==> src/rtl/ser_tx001.sv <==
// Asynchronous serial frame transmitter: start bit, LSB-first data, optional parity, stop bit(s).
// One word is accepted over valid/ready while idle; every output comes straight from a flop.
module ser_tx001 #(
    parameter int DATA_W       = 8,
    parameter int CLKS_PER_BIT = 16,
    parameter int PARITY_EN    = 1,
    parameter int PARITY_ODD   = 0,
    parameter int STOP_BITS    = 1
) (
    input  logic              clk,
    input  logic              rst,
    input  logic [DATA_W-1:0] tx_data,
    input  logic              tx_valid,
    output logic              tx_ready,
    output logic              txd,
    output logic              busy,
    output logic              frame_done
);

    localparam int BAUD_W = (CLKS_PER_BIT > 1) ? $clog2(CLKS_PER_BIT) : 1;
    localparam int BIT_W  = (DATA_W > 0) ? $clog2(DATA_W + 1) : 1;

    localparam logic [BAUD_W-1:0] BAUD_LAST = BAUD_W'(CLKS_PER_BIT - 1);
    localparam logic [BIT_W-1:0]  DATA_LAST = BIT_W'(DATA_W - 1);
    localparam logic [BIT_W-1:0]  STOP_LAST = BIT_W'(STOP_BITS - 1);

    typedef enum logic [2:0] {
        S_IDLE,
        S_START,
        S_DATA,
        S_PARITY,
        S_STOP
    } state_t;

    state_t              state_q, state_d;
    logic [BAUD_W-1:0]   baud_q, baud_d;
    logic [BIT_W-1:0]    bit_q, bit_d;
    logic [DATA_W-1:0]   shreg_q, shreg_d;
    logic                par_q, par_d;
    logic                txd_q, txd_d;
    logic                ready_q, ready_d;
    logic                busy_q;
    logic                done_q, done_d;
    logic                bit_end;

    function automatic logic frame_parity(input logic [DATA_W-1:0] word);
        return (^word) ^ (PARITY_ODD != 0);
    endfunction

    always_ff @(posedge clk or posedge rst) begin
        if (rst) begin
            state_q <= S_IDLE;
            baud_q  <= '0;
            bit_q   <= '0;
            shreg_q <= '0;
            par_q   <= 1'b0;
            txd_q   <= 1'b1;
            ready_q <= 1'b1;
            busy_q  <= 1'b0;
            done_q  <= 1'b0;
        end else begin
            state_q <= state_d;
            baud_q  <= baud_d;
            bit_q   <= bit_d;
            shreg_q <= shreg_d;
            par_q   <= par_d;
            txd_q   <= txd_d;
            ready_q <= ready_d;
            busy_q  <= ~ready_d;
            done_q  <= done_d;
        end
    end

    always_comb begin
        state_d = state_q;
        baud_d  = baud_q;
        bit_d   = bit_q;
        shreg_d = shreg_q;
        par_d   = par_q;
        done_d  = 1'b0;
        bit_end = (baud_q == BAUD_LAST);

        case (state_q)
            S_IDLE: begin
                baud_d = '0;
                bit_d  = '0;
                if (tx_valid && ready_q) begin
                    shreg_d = tx_data;
                    par_d   = frame_parity(tx_data);
                    state_d = S_START;
                end
            end
            S_START: begin
                if (bit_end) begin
                    baud_d  = '0;
                    state_d = S_DATA;
                end else begin
                    baud_d = baud_q + BAUD_W'(1);
                end
            end
            S_DATA: begin
                if (bit_end) begin
                    baud_d  = '0;
                    shreg_d = shreg_q >> 1;
                    if (bit_q == DATA_LAST) begin
                        bit_d   = '0;
                        state_d = (PARITY_EN != 0) ? S_PARITY : S_STOP;
                    end else begin
                        bit_d = bit_q + BIT_W'(1);
                    end
                end else begin
                    baud_d = baud_q + BAUD_W'(1);
                end
            end
            S_PARITY: begin
                if (bit_end) begin
                    baud_d  = '0;
                    state_d = S_STOP;
                end else begin
                    baud_d = baud_q + BAUD_W'(1);
                end
            end
            S_STOP: begin
                // bit counter is reused to count stop bits
                if (bit_end) begin
                    baud_d = '0;
                    if (bit_q == STOP_LAST) begin
                        bit_d   = '0;
                        state_d = S_IDLE;
                        done_d  = 1'b1;
                    end else begin
                        bit_d = bit_q + BIT_W'(1);
                    end
                end else begin
                    baud_d = baud_q + BAUD_W'(1);
                end
            end
            default: begin
                state_d = S_IDLE;
                baud_d  = '0;
                bit_d   = '0;
            end
        endcase

        // line level is decoded from the next state so txd lines up with the state flop
        case (state_d)
            S_START:  txd_d = 1'b0;
            S_DATA:   txd_d = shreg_d[0];
            S_PARITY: txd_d = par_d;
            default:  txd_d = 1'b1;
        endcase

        ready_d = (state_d == S_IDLE);
    end

    assign tx_ready   = ready_q;
    assign txd        = txd_q;
    assign busy       = busy_q;
    assign frame_done = done_q;

endmodule
==> config.mk <==
export PLATFORM = sky130hd
export DESIGN_NAME = ser_tx001
export DESIGN_NICKNAME = d
export VERILOG_FILES = /design/src/rtl/ser_tx001.sv
export SDC_FILE = /design/constraint.sdc
export NUM_CORES = 1
export LEC_CHECK = 0
export ABC_AREA = 1
export ABC_CLOCK_PERIOD_IN_PS = 2050
export CORE_MARGIN = 10
export CORE_UTILIZATION = 46
export DETAILED_ROUTE_END_ITERATION = 8
export PLACE_DENSITY = 0.67
export SLEW_MARGIN = 0
export SYNTH_ARGS = -nofsm -noshare
export SYNTH_HDL_FRONTEND = slang
export SYNTH_SLANG_ARGS = --single-unit
==> constraint.sdc <==
create_clock -name clk -period 2.05 [get_ports clk]
set_input_delay 0.41 -clock clk [delete_from_list [all_inputs] [get_ports clk]]
set_output_delay 0.41 -clock clk [all_outputs]
set_load 0.05 [all_outputs]
# After elaboration in Yosys (flattened, before gate mapping)
# Index checks and enable logic that the tools add are counted.
# Widths: inputs -> output; s select.
# classes
n_bitwise	2
eq_ne	12
n_addsub	2
reduce_logical	10
mux	24
# op_table
cell	count
$mux 4	6
$mux 3	7
$mux 8	2
$pmux 8 s2	1
$pmux 3 s5	1
$eq 3x2->1 const B	4
$pmux 4 s3	1
$add 4x1->4 const B	2
$reduce_xor 8->1	1
$eq 3x1->1 const B	2
$logic_not 3->1	2
$ne 2x2->1 const B	3
$reduce_and 3->1	2
$mux 1	5
$eq 4x3->1 const B	1
$eq 4x4->1 const B	1
$logic_not 4->1	1
$reduce_or 4->1	1
$eq 3x3->1 const B	1
$pmux 1 s3	1
$not 1->1	2
$reduce_bool 2->1	1
$reduce_or 2->1	1
$logic_and 1x1->1	1
# totals
ff_bits	24
inputBits	11
elab_cells	60

# Depth between registers and ports, before layout
# Gate-level depths: netlist (run 1).
# depth
depth_word	6
depth_mapped	10
mapped_depth_nobuf	10

# Worst setup path before layout (run 1)
# OpenSTA, ideal clock, no wires.
# synth_path
path_kind	register to register
startpoint	register ready_q, in the netlist tx_ready
endpoint	register par_q
slack_ns	0.591
arrival_ns	1.340
stages_incl_launch_ff	8
period_less_slack_ns	1.459
setup_ns	0.119
path_cell_list	dfstp_2 > nand2_1 > inv_1 > nand3_2 > buf_6 > inv_2 > nand3_1 > and2_1
# synth_between
elab_chain_cells	3
# synth_lines
element	line	source
from (decl)	41	logic ready_q, ready_d;
from (signal assigned)	68	ready_q <= ready_d;
$logic_and 1x1->1	87	if (tx_valid && ready_q) begin
$mux 1	87	
$mux 1	83	case (state_q)
via par_d	39	logic par_q, par_d;
to (signal assigned)	66	par_q <= par_d;
to (decl)	39	
# The timed path passes the listed nets, and every way through them passes these cells.
# A chain may end at the register's enable or synchronous reset.

# Worst setup path after layout (run 1)
# layout_path
startpoint	register done_q, in the netlist frame_done
endpoint	output frame_done
# layout_lines
element	line	source
from (decl)	43	logic done_q, done_d;
from (signal assigned)	70	done_q <= done_d;
to (decl)	17	output logic frame_done
# No word-level cell between the ends.

==> run metrics, run 1 <==
status=complete, no violations; CTS Sinks=24; fin crit period=1.891 ns; proportion of layout cells with a drive suffix above 1=13.30%; Tot GR Track Use=between 10% and 20%; GRT Residual Overflow=0; Clk pwr share=31.3%; CTS buffer count=3; Critical R2R Capture=busy; Die Wd=75.71 um; largest area contributor in the netlist=dfrtp_1; initial core utilization=approximately 48%; post-layout net count=around 220; Die Span Y=75.71 um; VDD IR-drop max=roughly 300 uV; area grow syn2layout=14.81%; CTS clock-pin slew for the worst setup and hold paths=between 0.1 and 0.15 ns; Port-buffer cells=14; synth top area cells=dfrtp_1, nand2_1, inv_1; share of the synthesized area in the top cell type=38.56%; critical register-to-register path startpoint=baud_q[0]; pwr dens=487.4 nW/um2; slew margin rel.=about 65%; RSZ-0062 raised after global routing=false; worst path arrival time=1.48 ns; TritonCTS clock tree=yes; Synth cell types=28; CP Buf/Inv Count=1; first-pass GRT wire length=~5 mm; Crit. Startpoint=frame_done; DR vias/cell=5.195; syn_nets=roughly 200; starting DRC count in detailed routing=56; drc violations=0; final setup fails=0; Worst Setup End Kind=output port; worst-case clock skew=0.001635 ns; Clock Latency Late Sink=approximately 0.31 ns; initial antenna violation count=0; standard-cell rows=20; vias in the first global route=about 1.2k; Syn Area/Cell=around 7.7 um2; via count=1226; number of I/O pins=15; DP HPWL=2.282 mm; kind of critical path=flip-flop to output port; post-route insts no fill=between 200 and 250; crit path to=frame_done; reg2reg setup slack=0.49 ns; Lkg Pwr=slightly above 0.8 nW; fmax=~530 MHz; CORE AREA=3003 um2; Worst Hold Class=input port to async pin; Pre-antenna DRT Iters=6; # diodes=0; critical path's top delay family=buffers and inverters; internal power=slightly above 0.0006 W; net switching fraction of the power=22.78%; drt wl/cell=between 10 and 15 um; final core occ=a little over half; most common cell after layout, fill and taps aside=nand2_1; Cells after DPL=232; Antenna Nets Post-Route=0; post-cts repair resize count=0; most frequent cells in the layout=nand2_1, inv_1, dfrtp_1; CP Cell Sequence=clkdlybuf4s50_1; sequential power share=between 50% and 60%; CTS root buf=clkbuf_4; Worst-Margin Slew=0.5217 ns; final slew viol count=0; Final Hold Viols=0; Synth Register Bits=24; worst hold slack=0.4248 ns; R2R depth=8; Sw Pwr=0.0001820 W; combinational share of power=9.4%; Hold Buf Count CTS=0; Setup Buffers After CTS=0; RD Place Congestion=0.8151; H-Tree Depth=1; CP required=1.64 ns; Setup crit start kind=flip-flop; Critical Path Stages=1; Die Area=about 5700 um2; register area share after synthesis=42.24%; max cap viols=0; largest net degree at the start of global routing=25; clock buffer depth=2; Syn Inst Count=~190; Cell Area, Synth=1428 um2; Synth Warn #=0; CP max-delay cell=clkdlybuf4s50_1; crit path max fanout=1; Final period util=92.24%; drt total wl=2.846 mm; Setup TNS Final=0 ns; CP peak stage delay=roughly 0.8 ns
## worst min path at each step
stage / startpoint / end / slack [ns]
floorplan: rst / baud_q[0] / 0.42
global placement: baud_q[0] / baud_q[0] / 0.46
detailed placement: baud_q[0] / baud_q[0] / 0.46
CTS: rst / shreg_q[3] / 0.43
global route: rst / shreg_q[2] / 0.43
finish: rst / baud_q[3] / 0.42
## logic make-up after synthesis
family / share of synthesized area [%]
compound gates: 9.028
xor+xnor: 3.068
fa+ha+maj: 2.630
buf+inv: 9.816
flops: 42.24
simple gates: 33.22
## state kept, by name (all words and copies together), names as in the netlist
name and count:
bit_q 4, shreg_q 8, baud_q 4, txd 1
state_q 3, busy 1, tx_ready 1, frame_done 1
par_q 1
## through the flow
step | area (um2) | power (W) | worst slack, ns
floorplan | 1428 | 0.0005250 | 0.5913
global placement | 1603 | 0.0005569 | 0.3042
detailed placement | 1603 | 0.0005592 | 0.2936
CTS | 1639 | 0.0008103 | 0.1393
global route | 1639 | 0.0008390 | 0.09929
finish | 1639 | 0.0007988 | 0.1591
## area by class of cell
type                       count  area [um2]
clock buffer                   4       36.28
timing repair buffer          16       150.1
sequential                    24       603.1
tap                           33       41.29
inverter                      33       123.9
fill                         282        1364
multi-input combinational    126       684.4
## worst register-to-register path, delay by kind of cell (launching register included)
| family | cells | cell delay, ns |
|---|---|---|
| buffers and inverters | 1 | 0.03 |
| DFF | 1 | 0.42 |
| adders and majority gates | 1 | 0.26 |
| and+or+nand+nor | 6 | 0.75 |
## power groups by stage
| stage | sequential (W) | combinational (W) | clock (W) |
|---|---|---|---|
| 2_1_floorplan | 0.000482 | 0.0000426 | 0 |
| 3_3_place_gp | 0.000482 | 0.0000745 | 0 |
| 3_5_place_dp | 0.000482 | 0.0000768 | 0 |
| 4_1_cts | 0.000474 | 0.0000772 | 0.000259 |
| 5_1_grt | 0.000474 | 0.0000870 | 0.000278 |
| 6_report | 0.000474 | 0.0000753 | 0.000250 |
## metal layers
layer	global-route usage, %	part of all wire, %	vias up
met3	3.385	8.2	4
met4	5.361	1.0	0
met1	12.69	44	567
li1	-	-	625
met5	0	0	-
met2	18.51	46	30
## synthesized netlist by cell type, drive strengths merged
master and n:
nand2 48, inv 33, dfrtp 22, nand3 20, nor2 18, o21ai 12
nor3 6, a21oi 4, a22oi 3, ha 3, o221ai 3, xnor2 3
dfstp 2, or2 2, xor2 2, and2 1, buf 1, clkbuf 1
nand3b 1
Power figures use the tool's default switching activity.
==> run 2, diff against run 1 <==
- CORE_ASPECT_RATIO: default -> 1.5
==> run metrics, run 2 (synthesis gave the netlist of run 1 again) <==
Port-buffer cells=14 (unchanged); final slew viol count=0 (unchanged); Final Hold Viols=0 (unchanged); Met3 Wirelength=86 um (-63%); fmax=550.6 MHz (+4.1%); post-cts repair resize count=0 (unchanged); Worst-Margin Slew=0.4985 ns (-0.02325 ns); vias in the first global route=1261 (+2.3%); proportion of layout cells with a drive suffix above 1=13.30% (unchanged); Die Wd=65.49 um (-14%); Setup Buffers After CTS=0 (unchanged); Top Registers=shreg_q x8, baud_q x4, bit_q x4; CTS buffer count=3 (unchanged); VDD IR-drop max=405.8 uV (+35%); Hold Buf Count CTS=0 (unchanged); via count=1206 (-1.6%); max cap viols=0 (unchanged); Routed met1 length=1.139 mm (-10%); CP peak stage delay=0.80 ns (about the same); slew margin rel.=66.67% (+1.6 points); # diodes=0 (unchanged); DR vias/cell=4.983 (-4.1%); Lkg Pwr=0.8458 nW (+1.8%); DP HPWL=2.326 mm (+2.0%); Final period util=88.60% (-3.6 points); CP Cell Sequence=clkdlybuf4s50_1; critical path's top delay family=buffers and inverters; GRT Residual Overflow=0 (unchanged); number of I/O pins=15 (unchanged); most common cell after layout, fill and taps aside=nand2_1; first-pass GRT wire length=5.092 mm (+2.1%); Tot GR Track Use=10.94% (-0.18 points); max FFs per register=8 (unchanged); final setup fails=0 (unchanged); metal2 WL=1.631 mm (+24%); Antenna Nets Post-Route=0 (unchanged); pwr dens=568.0 nW/um2 (+17%); drt wl/cell=11.98 um (-0.66%); initial core utilization=48.51% (+0.97 points); Setup TNS Final=0 ns (unchanged); kind of critical path=flip-flop to output port; Cells after DPL=238 (+2.6%); CP max-delay cell=clkdlybuf4s50_1; H-Tree Depth=1 (unchanged); post-layout net count=218 (unchanged); starting DRC count in detailed routing=43 (-23%); Die Area=5778 um2 (+0.80%); total power=0.0009552 W (+20%); RD Place Congestion=0.8194 (+0.53%); initial antenna violation count=0 (unchanged); CP Buf/Inv Count=1 (unchanged); clock buffer depth=2 (unchanged); post-route insts no fill=242 (+2.5%); area grow syn2layout=17.79%; TritonCTS clock tree=yes; Die Span Y=88.23 um (+17%); RSZ-0062 raised after global routing=false; Largest Register=shreg_q; setup slack after layout=0.2337 ns (+0.07454 ns); CORE AREA=2943 um2 (-2.0%); CTS clock-pin slew for the worst setup and hold paths=0.08 ns (-0.05 ns); CTS root buf=clkbuf_8; worst slack, placed=0.2979 ns (+0.004310 ns); standard-cell rows=24 (+20%); crit path max fanout=1 (unchanged); largest net degree at the start of global routing=25 (unchanged); Setup crit start kind=flip-flop; fin crit period=1.816 ns (-0.07454 ns); worst path arrival time=1.41 ns (-0.07 ns); Worst Hold Class=input port to async pin; Worst Setup End Kind=output port; DR top layer=met4; Clock Latency Late Sink=0.27 ns (-0.04 ns); Pre-antenna DRT Iters=4 (-2); drc violations=0 (unchanged); CTS Sinks=24 (unchanged); drt total wl=2.899 mm (+1.9%); most frequent cells in the layout=nand2_1, inv_1, dfrtp_1; status=complete, no violations; CP required=1.64 ns (about the same); worst-case clock skew=0.008033 ns (+0.006398 ns)
[run 2: changes by cell type in the layout (fill, tap and decap cells not counted), sizes merged]
cell    delta
bufinv     +1
clkbuf     -1
[run 2: power by group]
| group | internal [W] | switching [W] |
|---|---|---|
| sequential | 0.000473 | 0 |
| combinational | 0.0000347 | 0.0000437 |
| clock | 0.000261 | 0.000143 |
| total | 0.000769 | 0.000186 |
[run 2: path summary, 6_finish.rpt]
check                      startpoint         end  slack, ns  cells past startpoint
max                        frame_done  frame_done       0.23                      1
min                               rst       par_q       0.47                      3
max in group asynchronous         rst    tx_ready       1.30                      3
max reg2reg                 baud_q[0]        busy       0.51                      8
min reg2reg                 baud_q[0]   baud_q[0]       0.49                      1
min in group clk            baud_q[0]   baud_q[0]       0.49                      1
[run 2: metrics by stage]
stage | hold slack (ns) | instance area, um2 | util [%]
after floorplan | 0.4231 | 1428 | -
after CTS | 0.4823 | 1682 | 57.14
after global placement | 0.4590 | 1610 | 54.72
final | 0.4730 | 1682 | 57.14
after global routing | 0.5093 | 1682 | 57.14
after detailed placement | 0.4842 | 1610 | 54.72
[run 2: per-layer routing]
metal  GRT usage, %  vias up
li1               -      622
met3          2.532        6
met1          10.24      564
met5              0        -
met2          21.73       14
met4          4.492        0
[run 2: worst min-delay path, stage by stage]
cell	delay (ns)
clkdlybuf4s50_1	0.39
inv_1	0.05
buf_4	0.28
[run 2: final cells by class]
cell class                      instances  area [um2]
Fill cell                             306        1261
Multi-Input combinational cell        126       684.4
Sequential cell                        24       603.1
Timing Repair Buffer                   16       150.1
Inverter                               33       123.9
Tap cell                               39       48.80
Clock buffer                            3       41.29
Clock inverter                          1       30.03
